`config.mk`:
```
export PLATFORM = sky130hd
export DESIGN_NAME = rc4_prga_decrypt
export DESIGN_NICKNAME = d
export VERILOG_FILES = /design/src/rtl/rc4_prga_decrypt.sv
export SDC_FILE = /design/constraint.sdc
export NUM_CORES = 1
export LEC_CHECK = 0
export BUFFER_PORTS_ARGS = -buffer_cell sky130_fd_sc_hd__buf_2
export CAP_MARGIN = 10
export CORE_MARGIN = 1.5
export CORE_UTILIZATION = 34
export DETAILED_ROUTE_END_ITERATION = 6
export GPL_TIMING_DRIVEN = 0
export PLACE_DENSITY = 0.63
export SLEW_MARGIN = 20
export SYNTH_ARGS = -nofsm -noshare
export SYNTH_HDL_FRONTEND = slang
export SYNTH_SLANG_ARGS = --single-unit
```
`constraint.sdc`:
```
create_clock -name clk -period 2.5 [get_ports clk]
set_input_delay 0.25 -clock clk [delete_from_list [all_inputs] [get_ports clk]]
set_output_delay 0.25 -clock clk [all_outputs]
set_load 0.01 [all_outputs]
```
`src/rtl/rc4_prga_decrypt.sv`:
```
// RC4 PRGA keystream generator and decryptor over an encrypted ROM, with an
// optional plaintext range check that aborts on the first rejected byte.
module rc4_prga_decrypt #(
  parameter int unsigned MSG_LEN     = 32,
  parameter int unsigned AW          = $clog2(MSG_LEN),
  parameter int unsigned RD_WAIT     = 1,
  parameter bit          CHECK_EN    = 1'b1,
  parameter logic [7:0]  CHAR_LO     = 8'h61,
  parameter logic [7:0]  CHAR_HI     = 8'h7A,
  parameter bit          ALLOW_SPACE = 1'b1
) (
  input  logic          clk,
  input  logic          rst_n,
  input  logic          start,
  input  logic          finish_ack,
  output logic [7:0]    s_addr,
  output logic [7:0]    s_wdata,
  output logic          s_wren,
  input  logic [7:0]    s_rdata,
  output logic [AW-1:0] c_addr,
  input  logic [7:0]    c_rdata,
  output logic [AW-1:0] d_addr,
  output logic [7:0]    d_wdata,
  output logic          d_wren,
  output logic          busy,
  output logic          done,
  output logic          msg_valid,
  output logic [AW-1:0] bad_index
);

  localparam logic [1:0]    WAIT_LAST = 2'((RD_WAIT > 0) ? RD_WAIT - 1 : 0);
  localparam logic [AW-1:0] K_LAST    = AW'(MSG_LEN - 1);
  localparam bit            NO_WAIT   = (RD_WAIT == 0);

  typedef enum logic [4:0] {
    IDLE, START, PREP, INC_I, RD_I, WAIT_I, CALC_J, RD_J, WAIT_J, SWAP_I,
    WR_I, WR_J, RD_F, WAIT_F, CALC_D, WR_D, CHECK, DONE
  } state_t;

  state_t     state, state_next;
  logic [7:0] i, j, si, sj;
  logic [AW-1:0] k;
  logic [1:0] wcnt;
  logic       wait_end_c, byte_ok_c, last_c, abort_c;

  assign wait_end_c = (wcnt == WAIT_LAST);
  assign byte_ok_c  = ((d_wdata >= CHAR_LO) && (d_wdata <= CHAR_HI)) ||
                      (ALLOW_SPACE && (d_wdata == 8'h20));
  assign last_c     = (k == K_LAST);
  assign abort_c    = CHECK_EN && !byte_ok_c;

  // State register
  always_ff @(posedge clk or negedge rst_n) begin
    if (!rst_n) state <= IDLE;
    else        state <= state_next;
  end

  // Next-state logic; each issue state skips its wait state when RD_WAIT is 0
  always_comb begin
    state_next = state;
    case (state)
      IDLE:    if (start) state_next = START;
      START:   state_next = PREP;
      PREP:    state_next = INC_I;
      INC_I:   state_next = RD_I;
      RD_I:    state_next = NO_WAIT ? CALC_J : WAIT_I;
      WAIT_I:  if (wait_end_c) state_next = CALC_J;
      CALC_J:  state_next = RD_J;
      RD_J:    state_next = NO_WAIT ? SWAP_I : WAIT_J;
      WAIT_J:  if (wait_end_c) state_next = SWAP_I;
      SWAP_I:  state_next = WR_I;
      WR_I:    state_next = WR_J;
      WR_J:    state_next = RD_F;
      RD_F:    state_next = NO_WAIT ? CALC_D : WAIT_F;
      WAIT_F:  if (wait_end_c) state_next = CALC_D;
      CALC_D:  state_next = WR_D;
      WR_D:    state_next = CHECK;
      CHECK:   state_next = (abort_c || last_c) ? DONE : INC_I;
      DONE:    if (finish_ack) state_next = IDLE;
      default: state_next = IDLE;
    endcase
  end

  // Wait-state counter, cleared whenever not waiting
  always_ff @(posedge clk or negedge rst_n) begin
    if (!rst_n) begin
      wcnt <= 2'd0;
    end else if (state inside {WAIT_I, WAIT_J, WAIT_F}) begin
      wcnt <= wcnt + 2'd1;
    end else begin
      wcnt <= 2'd0;
    end
  end

  // Datapath and registered outputs; strobes decode the upcoming state
  always_ff @(posedge clk or negedge rst_n) begin
    if (!rst_n) begin
      i         <= 8'd0;
      j         <= 8'd0;
      k         <= '0;
      si        <= 8'd0;
      sj        <= 8'd0;
      s_addr    <= 8'd0;
      s_wdata   <= 8'd0;
      s_wren    <= 1'b0;
      c_addr    <= '0;
      d_addr    <= '0;
      d_wdata   <= 8'd0;
      d_wren    <= 1'b0;
      busy      <= 1'b0;
      done      <= 1'b0;
      msg_valid <= 1'b0;
      bad_index <= '0;
    end else begin
      s_wren <= (state_next == WR_I) || (state_next == WR_J);
      d_wren <= (state_next == WR_D);
      busy   <= !(state_next inside {IDLE, DONE});
      done   <= (state_next == DONE);
      case (state)
        IDLE: begin
          if (start) begin
            i         <= 8'd0;
            j         <= 8'd0;
            k         <= '0;
            s_addr    <= 8'd0;
            c_addr    <= '0;
            d_addr    <= '0;
            bad_index <= '0;
            msg_valid <= 1'b1;
          end
        end
        INC_I:  i <= i + 8'd1;
        RD_I:   s_addr <= i;
        CALC_J: begin
          si <= s_rdata;
          j  <= j + s_rdata;
        end
        RD_J:   s_addr <= j;
        SWAP_I: begin
          sj      <= s_rdata;
          s_addr  <= i;
          s_wdata <= s_rdata;
        end
        WR_I: begin
          s_addr  <= j;
          s_wdata <= si;
        end
        RD_F: begin
          s_addr <= si + sj;
          c_addr <= k;
        end
        CALC_D: begin
          d_wdata <= s_rdata ^ c_rdata;
          d_addr  <= k;
        end
        CHECK: begin
          if (abort_c) begin
            msg_valid <= 1'b0;
            bad_index <= k;
          end else if (!last_c) begin
            k <= k + AW'(1);
          end
        end
        default: ;
      endcase
    end
  end

endmodule

```
* Word-level counts from Yosys, hierarchy flattened
Cells that the tools add are included.
W data, S select, Z words.
** Operators by class
- $add $sub $neg :: 5
- Multipliers :: 0
- Divide/modulo/power cells :: 0
- Order comparisons :: 2
- Equality and inequality tests :: 27
- Shifts and indexed selects :: 0
- Muxes and demuxes :: 24
- Bitwise gates (word level) :: 1
- Reductions and logical operators :: 27
** Operators by type and width (count)
- $pmux W5 S18 :: 1
- $eq A5 B4 Y1 const B :: 11
- $mux W5 :: 10
- $pmux W8 S2 :: 3
- $pmux W5 S2 :: 4
- $pmux W8 S4 :: 1
- $eq A5 B3 Y1 const B :: 4
- $eq A5 B5 Y1 const B :: 4
- $add A8 B8 Y8 :: 2
- $reduce_bool A2 Y1 :: 7
- $eq A5 B2 Y1 const B :: 2
- $logic_not A5 Y1 :: 2
- $reduce_and A2 Y1 :: 5
- $add A8 B1 Y8 const B :: 1
- $eq A8 B6 Y1 const B :: 1
- $ge A8 B7 Y1 const B :: 1
- $le A8 B7 Y1 const B :: 1
- $mux W8 :: 1
- $ne A2 B2 Y1 const B :: 4
- $xor A8 B8 Y8 :: 1
- $add A5 B1 Y5 const B :: 1
- $eq A5 B1 Y1 const B :: 1
- $reduce_and A4 Y1 :: 1
- $reduce_bool A4 Y1 :: 1
- other kinds (11) :: 16
** Word-level totals
- Register bits after elaboration :: 88
- Latch bits :: 0
- Memory bits (writable) :: 0
- ROM bits :: 0
- Input port bits :: 20
- Output and inout bits :: 44
- Logic and storage cells :: 104
- Memories kept :: 0

* Depth between registers and ports, before layout
- Word-level depth :: 10
- Gate-level depth with buffers :: 9
- Depth with buffers taken out :: 8

* Worst setup path after synthesis
OpenSTA, ideal clock, no wires.
- Kind :: reg2reg
- From :: reg k[0]
- To :: reg k[3]
- Data arrival time :: 2.311 ns
- Data required time :: 2.423 ns
- Path slack :: 0.112 ns
- Cell stages (with the launch flop) :: 10
- Path through :: dfrtp_1 ha_1 and3_1 ha_1 nor3b_1 o211ai_2 or3_1 buf_6 or3_2 a21oi_1
** On the way
- Cells in the longest elaborated chain, start to end :: 4
- Elaborated cells between the ends (all ways) :: 7
- Those cells by class :: add/sub (1); eq/ne (2); mux (3); reduce/logical (1)
** Ends and longest elaborated chain
- start: declaration :: line 42 : logic [AW-1:0] k;
- start signal: assignment :: line 161 : k <= k + AW'(1);
- $add A5 B1 Y5 :: line 161
- $mux W5 :: line 160 : end else if (!last_c) begin
- $mux W5 :: line 157 : if (abort_c) begin
- $pmux W5 S2 :: line 119 : case (state)
Parallel ways exist; a longest one is shown, timed or not. The select of a mux whose other input is x is not followed.
A chain may end at the register's enable or synchronous reset.

* Worst setup path after layout
- From :: reg k[1]
- To :: reg k[3]
Same word-level chain as after synthesis.

==> impl_metrics.tcl <==
set metrics [dict create \
    status "complete, no violations" \
    setup-tns-final_ns 0 \
    synthToLayoutAreaGrowth_pct 21.29 \
    syn_area_sq_um 4508 \
    finalPower_mw 6.992 \
    p_leak_nw 2.573 \
    fp-row-count 41 \
    globalplace.congestion 0.8686 \
    nets 593 \
    dieWidth_microns 118.1 \
    power_density_nw_per_um2 1279 \
    r2r-start "k[1]$_DFFE_PN0P_" \
    ir_drop_v 0.0005316 \
    grt_pass1_wl_microns 19940 \
    grt_max_degree 54 \
    drc_errors 0 \
    drt-pass1-iter-count 5 \
    hpwl_microns 8873 \
    syn-mean-instance-area_sq_um 9.531 \
    reg2reg_depth 9 \
    maxSlewHeadroom_pct 46.67 \
    cp-end-kind "register" \
    clkPwrFrac_pct 19.8 \
    syn_inst 473 \
    crit_required_ns 2.78 \
    synth_edf_count 0 \
    seqPwrFrac_pct 35.6 \
    crit_arrival_ns 2.62 \
    cell_internal_pwr_mw 4.070 \
    grt_antenna_before_repair 0 \
    ys_ff_latch 88 \
    cap_violations 0 \
    ys_seq_area_share_pct 48.85 \
    die-area_sq_um 13960 \
    final_common_cell "nand2_1" \
    drt_iter0_drc 336 \
    mostFrequentLayoutCells "nand2_1, dfrtp_1, buf_2" \
    worst_pin_slew_ns 0.7983 \
    reg2reg_to "k[3]$_DFFE_PN0P_" \
    r2r_slack_ns 0.15 \
    path_class "register to register" \
    path_clk_slew_ns 0.07 \
    clock-root-buffer "clkbuf_16" \
    via_per_inst 5.340 \
    initial_utilization_pct 35.29 \
    port_buffers 63 \
    async_flop_share_pct 100.0 \
    core_sq_um 12770 \
    synth.distinct_cells 62 \
    skew_ns 0.007444 \
    hp-class "input port to register" \
    timing.fmax_mhz 426.2 \
    min_period_ns 2.346 \
    mappedNetlistNets 513 \
    cts_tree "done" \
    worstSetupStartpointType "register" \
    post-route-period-util_pct 93.85 \
    p_sw_share_pct 41.79 \
    grt_pass1_vias 3911 \
    overflow 0 \
    hold_viol 0 \
    rsz0062_at_grt "no" \
    setup_viol 0 \
    diodes 0 \
    ys.flop_type "dfrtp_1" \
    vias 3898 \
    p_sw_mw 2.922 \
    wirelength_microns 12030 \
    crit_fanout 6 \
    fp.dieH_microns 118.1 \
    ant_nets 0 \
    min_path_cells 3 \
    yosysWarnings 0 \
    ios 64 \
    cts.sinks 88 \
    drive_gt1_share_pct 19.53 \
    htreeDepth 3 \
    track_usage_pct 18.05 \
    insertion_delay_ns 0.35 \
    timing.critical_path.from "k[1]$_DFFE_PN0P_" \
    slew_violations 0 \
    p_comb_share_pct 44.7 \
    endpoint "k[3]$_DFFE_PN0P_" \
    post_drt_wl_per_cell_microns 16.48 \
    cts_inserted_buffers 9 \
    clk_path_buf_depth 2 \
]
==> Yosys cell counts, types with 2 or more instances <==
master | count | area [sq um]
a21o_1 | 3 | 22.52
xnor2_1 | 17 | 148.9
a21oi_1 | 22 | 110.1
nor3b_1 | 5 | 37.54
a31oi_1 | 3 | 18.77
nand3_1 | 26 | 130.1
or3_1 | 4 | 25.02
nor4_1 | 2 | 12.51
nor2_1 | 22 | 82.58
fa_1 | 2 | 40.04
dfrtp_1 | 88 | 2202
a22o_1 | 13 | 113.9
o211ai_1 | 3 | 22.52
o21ai_0 | 34 | 170.2
nand2_1 | 89 | 334.1
nand2b_1 | 4 | 25.02
a22oi_1 | 2 | 15.01
nand4_1 | 4 | 25.02
xor2_1 | 4 | 35.03
or3b_2 | 2 | 17.52
o31ai_1 | 2 | 15.01
ha_1 | 18 | 225.2
o21bai_1 | 3 | 22.52
a211oi_1 | 3 | 22.52
clkbuf_1 | 13 | 48.80
a222oi_1 | 7 | 70.07
o21a_1 | 4 | 30.03
buf_2 | 4 | 20.02
nor3_1 | 11 | 55.05
and2_1 | 2 | 12.51
nor2b_1 | 4 | 25.02
inv_1 | 16 | 60.06
and3_1 | 6 | 37.54
mux2i_1 | 3 | 30.03
==> timing repair <==
action / 4_1_cts / 5_1_grt
pin swaps: 0 / 4
hold buffers: 1 / 0
setup endpoints to repair: 1 / 12
buffers inserted: 1 / 3
hold endpoints to repair: 35 / 0
gates resized for setup: 2 / 8
gates cloned: 0 / 0
==> how the worst min path moves through the flow <==
stage                          start                       end
5_1_grt                   s_rdata[0]         si[0]$_DFFE_PN0P_
6_report                  s_rdata[2]         si[2]$_DFFE_PN0P_
2_1_floorplan                  rst_n  bad_index[0]$_DFFE_PN0P_
3_3_place_gp   s_addr[2]$_DFFE_PN0P_     s_addr[2]$_DFFE_PN0P_
3_5_place_dp                   rst_n            busy$_DFF_PN0_
4_1_cts                   s_rdata[2]         si[2]$_DFFE_PN0P_
==> area by class of cell <==
type	count	area (sq um)
buffer	19	87.58
clock buffer	10	239.0
timing repair buffer	69	385.4
clock inverter	6	68.82
inverter	16	60.06
sequential	88	2205
fill	1256	7306
tap	172	215.2
multi-input combinational	350	2207
==> logic make-up (layout without fill, tap and decap cells) <==
family                   count (synthesis)  after routing  synth area share, %
XOR/XNOR                                21             21                4.080
buffers and inverters                   35            120                3.275
flip-flops                              88             88                48.85
AO/OA/AOI/OAI                          115            115                17.18
multiplexers                             3              3               0.6661
adder cells (fa/ha/maj)                 20             20                5.884
AND/OR/NAND/NOR                        191            191                20.07
==> worst max-delay path, cell delays in order (launching register included) <==
cell and delay, ns:
dfrtp_2 0.46, ha_4 0.18, and3_1 0.16, ha_2 0.17, nor3b_2 0.19, o211ai_2 0.11, or3_1 0.39, buf_6 0.13
or3_4 0.36, a21oi_2 0.11
==> power groups by stage <==
stage | Sequential, mW | Clock (mW) | Combinational [mW]
finish | 2.49 | 1.38 | 3.12
global route | 2.57 | 1.48 | 3.49
CTS | 2.48 | 1.41 | 3.09
detailed placement | 2.50 | 0 | 3.06
global placement | 2.48 | 0 | 3.00
floorplan | 2.50 | 0 | 2.01
==> registers in the layout (all words and copies together) (netlist names), 8 cells and up <==
register	flops
sj	8
d_wdata	8
s_wdata	8
i	8
j	8
si	8
s_addr	8
==> routing by layer <==
layer  GRT usage, %  wire length (microns)  vias to the layer above
met2          29.69                   5701                      113
met5              0                      0                        -
met4          4.954                    190                        0
li1               -                      -                     1852
met1          23.64                   5483                     1916
met3          4.488                    656                       17
==> stage by stage <==
step | setup slack (ns) | cells | area [sq um] | hold WS, ns | util, %
after floorplan | 0.1117 | 473 | 4508 | -0.04559 | -
after global placement | -0.05652 | 708 | 5039 | 0.4536 | 39.45
after detailed placement | -0.05534 | 709 | 5074 | 0.2449 | 39.72
after CTS | 0.03553 | 727 | 5405 | 0.1679 | 42.32
after global routing | 0.01595 | 730 | 5468 | 0.1712 | 42.81
final | 0.1539 | 730 | 5468 | 0.1742 | 42.81
No activity file was read; power rests on OpenSTA's default activity.
